$ cat src/rtl/mul_pkg.sv
// Shared definitions for the sequential shift-and-add multiplier:
// FSM state encoding and default operand widths.
package mul_pkg;

  typedef enum logic [1:0] {
    ST_IDLE = 2'd0,
    ST_RUN  = 2'd1,
    ST_DONE = 2'd2
  } state_e;

  localparam int unsigned MUL_AW = 4;
  localparam int unsigned MUL_BW = 3;

endpackage

$ cat src/rtl/fa_cell.sv
// One-bit full adder; the building block of the ripple-carry adder.
module fa_cell (
  input  logic i_a,
  input  logic i_b,
  input  logic i_cin,
  output logic o_s,
  output logic o_cout
);

  logic w_p;

  assign w_p    = i_a ^ i_b;
  assign o_s    = w_p ^ i_cin;
  assign o_cout = (i_a & i_b) | (i_cin & w_p);

endmodule

$ cat src/rtl/rca_n.sv
// Parameterized N-bit ripple-carry adder built from a chain of full-adder cells.
module rca_n #(
  parameter int unsigned N = 4
) (
  input  logic [N-1:0] a,
  input  logic [N-1:0] b,
  input  logic         cin,
  output logic [N-1:0] s,
  output logic         cout
);

  logic [N:0] w_carry;

  assign w_carry[0] = cin;

  for (genvar i = 0; i < N; i++) begin : g_bit
    fa_cell u_fa (
      .i_a   (a[i]),
      .i_b   (b[i]),
      .i_cin (w_carry[i]),
      .o_s   (s[i]),
      .o_cout(w_carry[i+1])
    );
  end

  assign cout = w_carry[N];

endmodule

$ cat src/rtl/seq_mul_ctrl.sv
// Sequential shift-and-add multiplier: one AW-bit adder, BW iterations per product,
// valid/ready handshakes on both the operand and the result side.
module seq_mul_ctrl
  import mul_pkg::*;
#(
  parameter int unsigned AW = MUL_AW,
  parameter int unsigned BW = MUL_BW
) (
  input  logic            clk,
  input  logic            rst,
  input  logic            start_valid,
  output logic            start_ready,
  input  logic [AW-1:0]   a,
  input  logic [BW-1:0]   b,
  output logic            done_valid,
  input  logic            done_ready,
  output logic [AW+BW-1:0] c,
  output logic            busy
);

  localparam int unsigned PW = AW + BW;
  localparam int unsigned CW = $clog2(BW + 1);

  state_e          r_state;
  logic [AW-1:0]   r_a;
  logic [PW-1:0]   r_p;
  logic [CW-1:0]   r_cnt;

  state_e          w_state_nxt;
  logic [AW-1:0]   w_a_nxt;
  logic [PW-1:0]   w_p_nxt;
  logic [CW-1:0]   w_cnt_nxt;

  logic [AW-1:0]   w_hi;
  logic [AW-1:0]   w_addend;
  logic [AW-1:0]   w_sum;
  logic            w_cy;
  logic [PW-1:0]   w_p_shift;

  // Upper half of P accumulates the partial product; lower half holds the
  // not-yet-consumed multiplier bits.
  assign w_hi     = r_p[PW-1:BW];
  assign w_addend = r_p[0] ? r_a : '0;

  rca_n #(
    .N(AW)
  ) u_rca (
    .a   (w_hi),
    .b   (w_addend),
    .cin (1'b0),
    .s   (w_sum),
    .cout(w_cy)
  );

  // Carry-out re-enters at the top so no product bit is ever lost.
  if (BW == 1) begin : g_shift_bw1
    assign w_p_shift = {w_cy, w_sum};
  end else begin : g_shift_bwn
    assign w_p_shift = {w_cy, w_sum, r_p[BW-1:1]};
  end

  always_comb begin
    w_state_nxt = r_state;
    w_a_nxt     = r_a;
    w_p_nxt     = r_p;
    w_cnt_nxt   = r_cnt;
    case (r_state)
      ST_IDLE: begin
        if (start_valid) begin
          w_a_nxt     = a;
          w_p_nxt     = {{AW{1'b0}}, b};
          w_cnt_nxt   = '0;
          w_state_nxt = ST_RUN;
        end
      end
      ST_RUN: begin
        w_p_nxt   = w_p_shift;
        w_cnt_nxt = r_cnt + CW'(1);
        if (r_cnt == CW'(BW - 1)) begin
          w_state_nxt = ST_DONE;
        end
      end
      ST_DONE: begin
        if (done_ready) begin
          w_state_nxt = ST_IDLE;
        end
      end
      default: begin
        w_state_nxt = ST_IDLE;
      end
    endcase
  end

  always_ff @(posedge clk) begin
    if (rst) begin
      r_state <= ST_IDLE;
      r_a     <= '0;
      r_p     <= '0;
      r_cnt   <= '0;
    end else begin
      r_state <= w_state_nxt;
      r_a     <= w_a_nxt;
      r_p     <= w_p_nxt;
      r_cnt   <= w_cnt_nxt;
    end
  end

  assign start_ready = (r_state == ST_IDLE);
  assign done_valid  = (r_state == ST_DONE);
  assign busy        = (r_state == ST_RUN) || (r_state == ST_DONE);
  assign c           = done_valid ? r_p : '0;

endmodule
$ cat config.mk
export PLATFORM = sky130hd
export DESIGN_NAME = seq_mul_ctrl
export DESIGN_NICKNAME = d
export VERILOG_FILES = /design/src/rtl/mul_pkg.sv /design/src/rtl/fa_cell.sv /design/src/rtl/rca_n.sv /design/src/rtl/seq_mul_ctrl.sv
export SDC_FILE = /design/constraint.sdc
export NUM_CORES = 1
export LEC_CHECK = 0
export BUFFER_PORTS_ARGS = -buffer_cell sky130_fd_sc_hd__buf_2
export CORE_ASPECT_RATIO = 1.2
export CORE_MARGIN = 4
export CORE_UTILIZATION = 30
export CTS_BUF_LIST = sky130_fd_sc_hd__clkbuf_16
export CTS_CLUSTER_DIAMETER = 120
export DETAILED_ROUTE_END_ITERATION = 10
export PLACE_DENSITY = 0.58
export SKIP_CTS_REPAIR_TIMING = 1
export SLEW_MARGIN = 10
export SYNTH_ARGS = -nofsm -noshare
export SYNTH_HDL_FRONTEND = slang
export SYNTH_SLANG_ARGS = --single-unit
export TNS_END_PERCENT = 1
$ cat constraint.sdc
create_clock -name clk -period 6.9 [get_ports clk]
set_clock_uncertainty 0.15 [all_clocks]
set_input_delay 0.69 -clock clk [delete_from_list [all_inputs] [get_ports clk]]
set_output_delay 0.69 -clock clk [all_outputs]
set_load 0.01 [all_outputs]
==> results of run 1 <==
flip-flops by register name, indices dropped and copies added (netlist names):
signal and flops:
r_cnt 2, r_a 4, r_p 7, r_state 2
critical path, delay by kind of cell, from the launching register on:
kind                     cells  cell delay (ns)
flip-flops                   1             0.34
AND/OR/NAND/NOR              2             0.26
AO/OA/AOI/OAI                1             0.09
adder cells (fa/ha/maj)      4             1.35
buffers and inverters        2             0.16
per-stage QoR:
step           cells  setup WS [ns]  total power, mW  hold slack [ns]
6_report         147           4.50            0.375            0.306
5_1_grt          147           4.39            0.401            0.342
2_1_floorplan     94           4.66            0.244            0.282
3_5_place_dp     143           4.50            0.264            0.300
4_1_cts          147           4.49            0.378            0.307
3_3_place_gp     143           4.61            0.260            0.288
layer usage:
metal | GRT usage (%) | wire length (um) | vias up
met5 | 0 | 0 | -
met4 | 8.70 | 61 | 0
met3 | 1.72 | 82 | 5
met2 | 18.2 | 879 | 22
met1 | 12.0 | 830 | 320
li1 | - | - | 355
cells in the mapped netlist, types with 2 or more instances:
master     n  share of area, %
and2_1    10               7.0
nand2b_1   3               2.1
a32oi_1    5               4.9
nor2_1     8               3.4
nand4_1    2               1.4
inv_1      8               3.4
mux2i_1    3               3.4
o31ai_4    2               4.8
nand3_1    5               2.8
a21oi_1    5               2.8
nand2_1    7               3.0
a211oi_1   3               2.5
fa_1       3               6.8
buf_6      2               2.5
ha_1       5               7.0
dfxtp_1   15                34
cell usage in the layout (no fill, tap or decap), types with 5 or more instances in the layout:
master | Yosys | layout
a21oi_1 | 5 | 5
a32oi_1 | 5 | 5
and2_1 | 10 | 10
buf_2 | 0 | 20
dfxtp_1 | 15 | 15
ha_1 | 5 | 5
inv_1 | 8 | 8
nand2_1 | 7 | 7
nand3_1 | 5 | 5
nor2_1 | 8 | 8
cells by family after synthesis:
kind of cell / share of synthesized area [%]
buffers and inverters: 8.02
AND/OR/NAND/NOR: 22.8
flip-flops: 33.8
AO/OA/AOI/OAI: 15.0
multiplexers: 6.61
adder cells (fa/ha/maj): 13.8
area by class of cell:
| class | count | area [um^2] |
|---|---|---|
| inverters | 8 | 30.0 |
| flip-flops and latches | 15 | 300 |
| clock buffers | 3 | 75.1 |
| well taps | 34 | 42.5 |
| multi-input cells | 66 | 518 |
| fillers | 298 | 1740 |
| clock inverters | 1 | 5.00 |
| repair buffers | 20 | 100 |
final timing paths:
kind / startpoint / endpoint / slack (ns) / cells past startpoint
worst max-delay path: r_p[0] / r_p[5] / 4.50 / 9
worst min-delay path: r_cnt[0] / r_cnt[0] / 0.31 / 2
worst max register to register: r_p[0] / r_p[5] / 4.50 / 9
worst min register to register: r_cnt[0] / r_cnt[0] / 0.31 / 2
power by group through the flow:
| stage | Clock (mW) | Sequential, mW | Combinational [mW] |
|---|---|---|---|
| floorplan | 0 | 0.112 | 0.132 |
| global placement | 0 | 0.114 | 0.146 |
| detailed placement | 0 | 0.115 | 0.149 |
| CTS | 0.116 | 0.113 | 0.149 |
| global route | 0.120 | 0.115 | 0.166 |
| finish | 0.114 | 0.113 | 0.148 |
==> impl_metrics.csv, run 1 <==
group,metric,value,unit
sta,worstMarginPinSlew,0.543,ns
power,powerDensity,350,nW/um^2
setup_path,crit_top_cell,"fa_1",
routing,drt_iter0_markers,17,
sta,hold_viol,0,
flow_run,cap_violations,0,
yosys,synth.distinct_cells,24,
yosys,syn-cell-area,890,um^2
routing,routedWlPerCell,12.6,um
cts,cts.reportedPaths.clkPinSlew,0.05,ns
cts,cts-root-buf,"clkbuf_16",
placed_design,postPlaceCellArea,991,um^2
setup_path,crit_slowest_cell,"fa_1",
grt,grt_pass1_vias,712,
routing,vias,702,
sta,max_freq,0.416,GHz
cts,clkLatencyLatePin,0.25,ns
grt,gr-usage-all-layers,10.8,%
setup_path,worstPathCellList,"and2_1 > ha_1 > fa_1 > fa_1 > inv_1 > fa_1 > inv_1 > a32oi_1 > nor2_1",
yosys,syn_avg_cell_area,9.46,um^2
setup_path,arrival,2.44,ns
finish,fin_area,1070,um^2
yosys,synth_edf_count,0,
grt,grt-ovfl-total,0,
run_status,outcome,"completed",
yosys,synthCells,94,
sta,finalSetupViolCount,0,
power,cellLeakagePower,0.483,nW
sta,max-slew-margin-rel,63.8,%
yosys,synthArstFlopShare,0,%
cts,cts_num_sinks,15,
cts,cts_tree,"done",
power,intPower,0.241,mW
setup_path,cp_max_fo,6,
power,p_clk_share,30.4,%
grt,grt_max_degree,18,
grt,antenna_found_initial,0,
cts,htreeDepth,1,
finish,drive_gt1_share,26.5,%
setup_path,cp-start-kind,"register",
floorplanning,die_x,57.7,um
yosys,ys_seq_area_share,33.8,%
floorplanning,die_y,67.7,um
routing,dr.pass1.iters,6,
cts,cts_buffers,3,
placed_design,dp_hpwl,1.37,mm
setup_path,slowest_delay,0.41,ns
floorplanning,io_pins,21,
power,combPwrFrac,39.5,%
finish,syn_to_final_growth,20.4,%
finish,diodes,0,
floorplanning,rows,21,
power,p_sw,0.134,mW
routing,antenna_left,0,
sta,post-route-min-period,2.40,ns
setup_path,crit_type,"register to register",
sta,slew_viol_final,0,
yosys,yosysWarnings,0,
routing,drc,0,
sta,fin_tns_setup,0,ns
cts,max-clock-path-buffers,2,
finish,nets,133,
grt,grt_pass1_wl,3.18,mm
placed_design,finalWeightedCongestion,0.758,
floorplanning,core_area,2810,um^2
routing,drt-vias-per-instance,4.78,
yosys,synth-seq-cells,15,
power,swShare,35.8,%
power,power_frac_seq,30.1,%
yosys,synthesis.nets,113,
setup_path,crit_path_end_kind,"register",
floorplanning,dieArea,3900,um^2
power,peakVddDrop,0.171,mV
routing,wl,1.86,mm
sta,rsz0062_at_grt,"no",
hold_path,holdCritPathClass,"register to register",
placed_design,place.port_buffers,20,
finish,utilization,38.1,%
floorplanning,start_util,31.6,%
setup_path,crit_required,6.94,ns
sta,finalCritPeriodShare,34.8,%
yosys,synth-main-ff-cell,"dfxtp_1",
Power figures use the tool's default switching activity.
==> inputs of run 2 (changes only) <==
==> constraint.sdc (replaced) <==
create_clock -name clk -period 2.5 [get_ports clk]
set_clock_uncertainty 0.15 [all_clocks]
set_input_delay 0.25 -clock clk [delete_from_list [all_inputs] [get_ports clk]]
set_output_delay 0.25 -clock clk [all_outputs]
set_load 0.01 [all_outputs]
==> impl_metrics.csv, run 2 (synthesis results as in run 1) <==
group,metric,value,unit
finish,largestRegisters,"r_p (7), r_a (4)",
floorplanning,start_util,31.6,%
floorplanning,die_y,67.7,um
finish,layout_common_cells,"buf_2, dfxtp_1, and2_1",
grt,antenna_found_initial,0,
sta,holdWs,0.105,ns
setup_path,r2r_setup_slack,0.12,ns
sta,finalSetupViolCount,0,
floorplanning,die_x,57.7,um
sta,finalCritPeriodShare,95.2,%
sta,rsz0062_at_grt,"no",
sta,hold_viol,0,
setup_path,crit_top_cell,"fa_1",
power,p_total,1.03,mW
sta,slew_viol_final,0,
power,cellLeakagePower,0.484,nW
floorplanning,rows,21,
placed_design,finalWeightedCongestion,0.758,
setup_path,cp_max_fo,6,
finish,largest_reg_flops,7,
routing,vias,733,
setup_path,crit_slowest_cell,"fa_1",
cts,cts_buffers,3,
routing,antenna_left,0,
setup_path,crit_path_end_kind,"register",
cts,cts_tree,"done",
power,peakVddDrop,0.530,mV
cts,cts_num_sinks,15,
sta,worstMarginPinSlew,0.535,ns
grt,gr-usage-all-layers,11.0,%
grt,grt_max_degree,18,
sta,post-route-min-period,2.38,ns
setup_path,crit_required,2.53,ns
floorplanning,dieArea,3900,um^2
placed_design,dp_hpwl,1.40,mm
setup_path,arrival,2.41,ns
finish,drive_gt1_share,26.5,%
setup_path,cp-start-kind,"register",
hold_path,holdCritPathClass,"primary input to register",
setup_path,slowest_delay,0.40,ns
setup_path,worstPathCellList,"and2_1 > ha_1 > fa_1 > fa_1 > inv_1 > fa_1 > inv_1 > a32oi_1 > nor2_1",
setup_path,crit_type,"register to register",
sta,max_freq,0.420,GHz
finish,nets,133,
grt,grt_pass1_wl,3.17,mm
grt,grt-ovfl-total,0,
flow_run,cap_violations,0,
floorplanning,core_area,2810,um^2
routing,drt_iter0_markers,17,
run_status,outcome,"completed",
sta,fin_tns_setup,0,ns
routing,routedWlPerCell,12.5,um
cts,cts.reportedPaths.clkPinSlew,0.05,ns
cts,cts-root-buf,"clkbuf_16",
grt,grt_pass1_vias,701,
finish,layout_commonest_cell,"buf_2",
power,powerDensity,961,nW/um^2
routing,drc,0,
finish,syn_to_final_growth,20.4,%
routing,drt-vias-per-instance,4.99,
routing,dr.pass1.iters,3,
cts,htreeDepth,1,
placed_design,place.port_buffers,20,
finish,diodes,0,
sta,max-slew-margin-rel,64.4,%
cts,max-clock-path-buffers,2,
routing,wl,1.84,mm
cts,clkLatencyLatePin,0.25,ns
finish,regMostFlops,"r_p",
floorplanning,io_pins,21,
==> run 2: cell types whose count changed in the layout (fill, tap and decap cells not counted) <==
| cell | change |
|---|---|
| dfxtp_2 | +1 |
| dfxtp_1 | -1 |
| inv_1 | +1 |
| clkinv_2 | -1 |
==> run 2: layer usage <==
layer  vias up  GRT usage [%]  routed length [um]
met3         5           3.25                 102
met5         -              0                   0
met1       357           11.6                 777
met4         0           9.28                  59
met2        14           17.8                 900
li1        357              -                   -
==> run 2: worst paths after layout <==
check,startpoint,to,cells past startpoint
min reg2reg,r_cnt[0],r_cnt[0],2
min,a[0],r_a[0],3
max,r_p[0],r_p[5],9
max reg2reg,r_p[0],r_p[5],9
==> run 2: area by class of cell <==
class                      count  area [um^2]
fill                         281         1740
multi-input combinational     66          518
sequential                    15          302
timing repair buffer          20          100
clock buffer                   3         75.1
tap                           34         42.5
inverter                       8         30.0
clock inverter                 1         3.75
==> run 2: critical path: cells and delay by family, from the launching register on <==
family | cells | cell delay [ns]
AOI/OAI and AO/OA | 1 | 0.09
and+or+nand+nor | 2 | 0.26
buffers and inverters | 2 | 0.14
adders and majority gates | 4 | 1.35
DFF | 1 | 0.33
==> run 2: through the flow <==
step / cells / util, % / setup slack (ns) / cell area, um^2
final: 147 / 38.1 / 0.120 / 1070
after global routing: 147 / 38.1 / 0.00824 / 1070
after CTS: 147 / 38.1 / 0.111 / 1070
after detailed placement: 143 / 35.2 / 0.128 / 991
after global placement: 143 / 35.2 / 0.206 / 991
after floorplan: 94 / - / 0.258 / 890
==> run 2: power by group <==
group | internal [mW] | switching (mW) | leakage, nW | total (mW)
Sequential | 0.286 | 0.0265 | 0.123 | 0.313
Combinational | 0.166 | 0.243 | 0.319 | 0.409
Clock | 0.212 | 0.0956 | 0.0423 | 0.307
==> inputs of run 3 (changes only) <==
--- a/config.mk
+++ b/config.mk
@@ -7,12 +7,12 @@
 export LEC_CHECK = 0
 export BUFFER_PORTS_ARGS = -buffer_cell sky130_fd_sc_hd__buf_2
 export CORE_ASPECT_RATIO = 1.2
-export CORE_MARGIN = 4
 export CORE_UTILIZATION = 30
 export CTS_BUF_LIST = sky130_fd_sc_hd__clkbuf_16
 export CTS_CLUSTER_DIAMETER = 120
 export DETAILED_ROUTE_END_ITERATION = 10
 export PLACE_DENSITY = 0.58
+export SETUP_SLACK_MARGIN = 0.15
 export SKIP_CTS_REPAIR_TIMING = 1
 export SLEW_MARGIN = 10
 export SYNTH_ARGS = -nofsm -noshare
==> impl_metrics.csv, run 3 (synthesis results as in run 1) <==
group,metric,value,unit
finish,largestRegisters,"r_p (7), r_a (4)",
sta,finalSetupViolCount,0,
cts,clkLatencyLatePin,0.24,ns
power,combPwrFrac,40.4,%
finish,layout_common_cells,"buf_2, dfxtp_1, and2_1",
setup_path,arrival,2.31,ns
finish,syn_to_final_growth,22.2,%
setup_path,r2r_end,"r_p[5]",
power,powerDensity,960,nW/um^2
finish,diodes,0,
sta,fin_tns_setup,0,ns
hold_path,min_to,"r_a[1]",
floorplanning,die_x,51.7,um
finish,drive_gt1_share,30.7,%
setup_path,crit_type,"register to register",
sta,hold_viol,0,
power,cellLeakagePower,0.480,nW
sta,max-slew-margin-rel,63.3,%
floorplanning,start_util,31.6,%
power,power_frac_seq,29.7,%
placed_design,place.port_buffers,20,
floorplanning,core_area,2810,um^2
placed_design,post-place-ws,0.176,ns
setup_path,r2r_cells,9,
finish,largest_reg_flops,7,
floorplanning,io_pins,21,
power,p_clk_share,29.9,%
cts,cts_num_sinks,15,
sta,post-route-min-period,2.27,ns
floorplanning,die_y,61.7,um
setup_path,r2r-start,"r_p[0]",
finish,regMostFlops,"r_p",
routing,drc,0,
grt,grt-ovfl-total,0,
power,peakVddDrop,0.490,mV
setup_path,cp_max_fo,4,
finish,multi_input_comb_area,526,um^2
hold_path,min_path_cells,3,
routing,wl,1.77,mm
finish,utilization,38.7,%
placed_design,finalWeightedCongestion,0.804,
sta,max_freq,0.440,GHz
power,swShare,35.6,%
sta,slew_viol_final,0,
finish,layout_commonest_cell,"buf_2",
routing,drt_iter0_markers,21,
finish,seq_area,302,um^2
setup_path,crit_path_end_kind,"register",
routing,routedWlPerCell,12.0,um
placed_design,dp_hpwl,1.33,mm
flow_run,cap_violations,0,
finish,final_cell_count_no_fill,148,
grt,grt_pass1_wl,2.79,mm
run_status,outcome,"completed",
grt,grt_max_degree,18,
grt,gr-usage-all-layers,12.4,%
routing,vias,720,
hold_path,hp-start,"a[1]",
power,intPower,0.672,mW
cts,max-clock-path-buffers,2,
floorplanning,rows,21,
cts,htreeDepth,1,
sta,setup_ws,0.226,ns
setup_path,worstPathCellList,"and2_1 > ha_2 > fa_2 > fa_2 > inv_1 > fa_1 > inv_1 > a32oi_1 > nor2_1",
hold_path,holdCritPathClass,"primary input to register",
routing,drt-vias-per-instance,4.86,
sta,finalCritPeriodShare,91.0,%
sta,worstMarginPinSlew,0.550,ns
setup_path,r2r_setup_slack,0.23,ns
sta,rsz0062_at_grt,"no",
routing,antenna_left,0,
power,p_sw,0.372,mW
floorplanning,dieArea,3190,um^2
setup_path,slowest_delay,0.40,ns
placed_design,dp_cells,143,
finish,fill_cells,302,
cts,cts_tree,"done",
cts,cts-root-buf,"clkbuf_16",
grt,grt_pass1_vias,653,
finish,nets,134,
grt,antenna_found_initial,0,
routing,dr.pass1.iters,4,
setup_path,crit_slowest_cell,"fa_1",
cts,cts_buffers,3,
setup_path,crit_required,2.53,ns
cts,cts.reportedPaths.clkPinSlew,0.05,ns
setup_path,cp-start-kind,"register",
run 3: per-layer routing:
layer / wire length (um) / vias to the layer above / GRT usage [%]
li1: - / 359 / -
met1: 737 / 336 / 14.6
met2: 906 / 20 / 19.9
met3: 81 / 5 / 2.72
met4: 48 / 0 / 9.27
met5: 0 / - / 0
run 3: final cells by class:
class,count,area share (%)
tap,34,3.91
clock inverter,1,0.460
inverter,8,2.76
timing repair buffer,21,9.90
sequential,15,27.7
multi-input combinational,66,48.3
clock buffer,3,6.90
run 3: worst max-delay path, delay by kind of cell (launching register included):
kind	cells	cell delay [ns]
simple gates	2	0.25
compound gates	1	0.09
fa+ha+maj	4	1.25
flops	1	0.32
buf+inv	2	0.14
run 3: power groups by stage:
stage	Clock [mW]	Sequential, mW	Combinational, mW
3_5_place_dp	0	0.317	0.414
2_1_floorplan	0	0.309	0.363
3_3_place_gp	0	0.314	0.402
4_1_cts	0.318	0.311	0.416
6_report	0.312	0.310	0.421
5_1_grt	0.328	0.318	0.467
run 3: worst max path at each step:
| stage | depth (start not counted) | end | slack [ns] | startpoint |
|---|---|---|---|---|
| 6_report | 9 | r_p[5] | 0.23 | r_p[0] |
| 4_1_cts | 9 | r_p[5] | 0.15 | r_p[0] |
| 2_1_floorplan | 9 | r_p[5] | 0.26 | r_p[0] |
| 3_5_place_dp | 9 | r_p[5] | 0.18 | r_p[0] |
| 5_1_grt | 9 | r_p[5] | 0.12 | r_a[0] |
| 3_3_place_gp | 9 | r_p[5] | 0.21 | r_p[0] |
run 3: stage by stage:
stage               total power [mW]  hold slack [ns]  cell area [um^2]
CTS                             1.05            0.106              1070
global placement               0.716            0.288               991
floorplan                      0.672            0.247               890
finish                          1.04            0.106              1090
detailed placement             0.731            0.296               991
global route                    1.11            0.120              1090
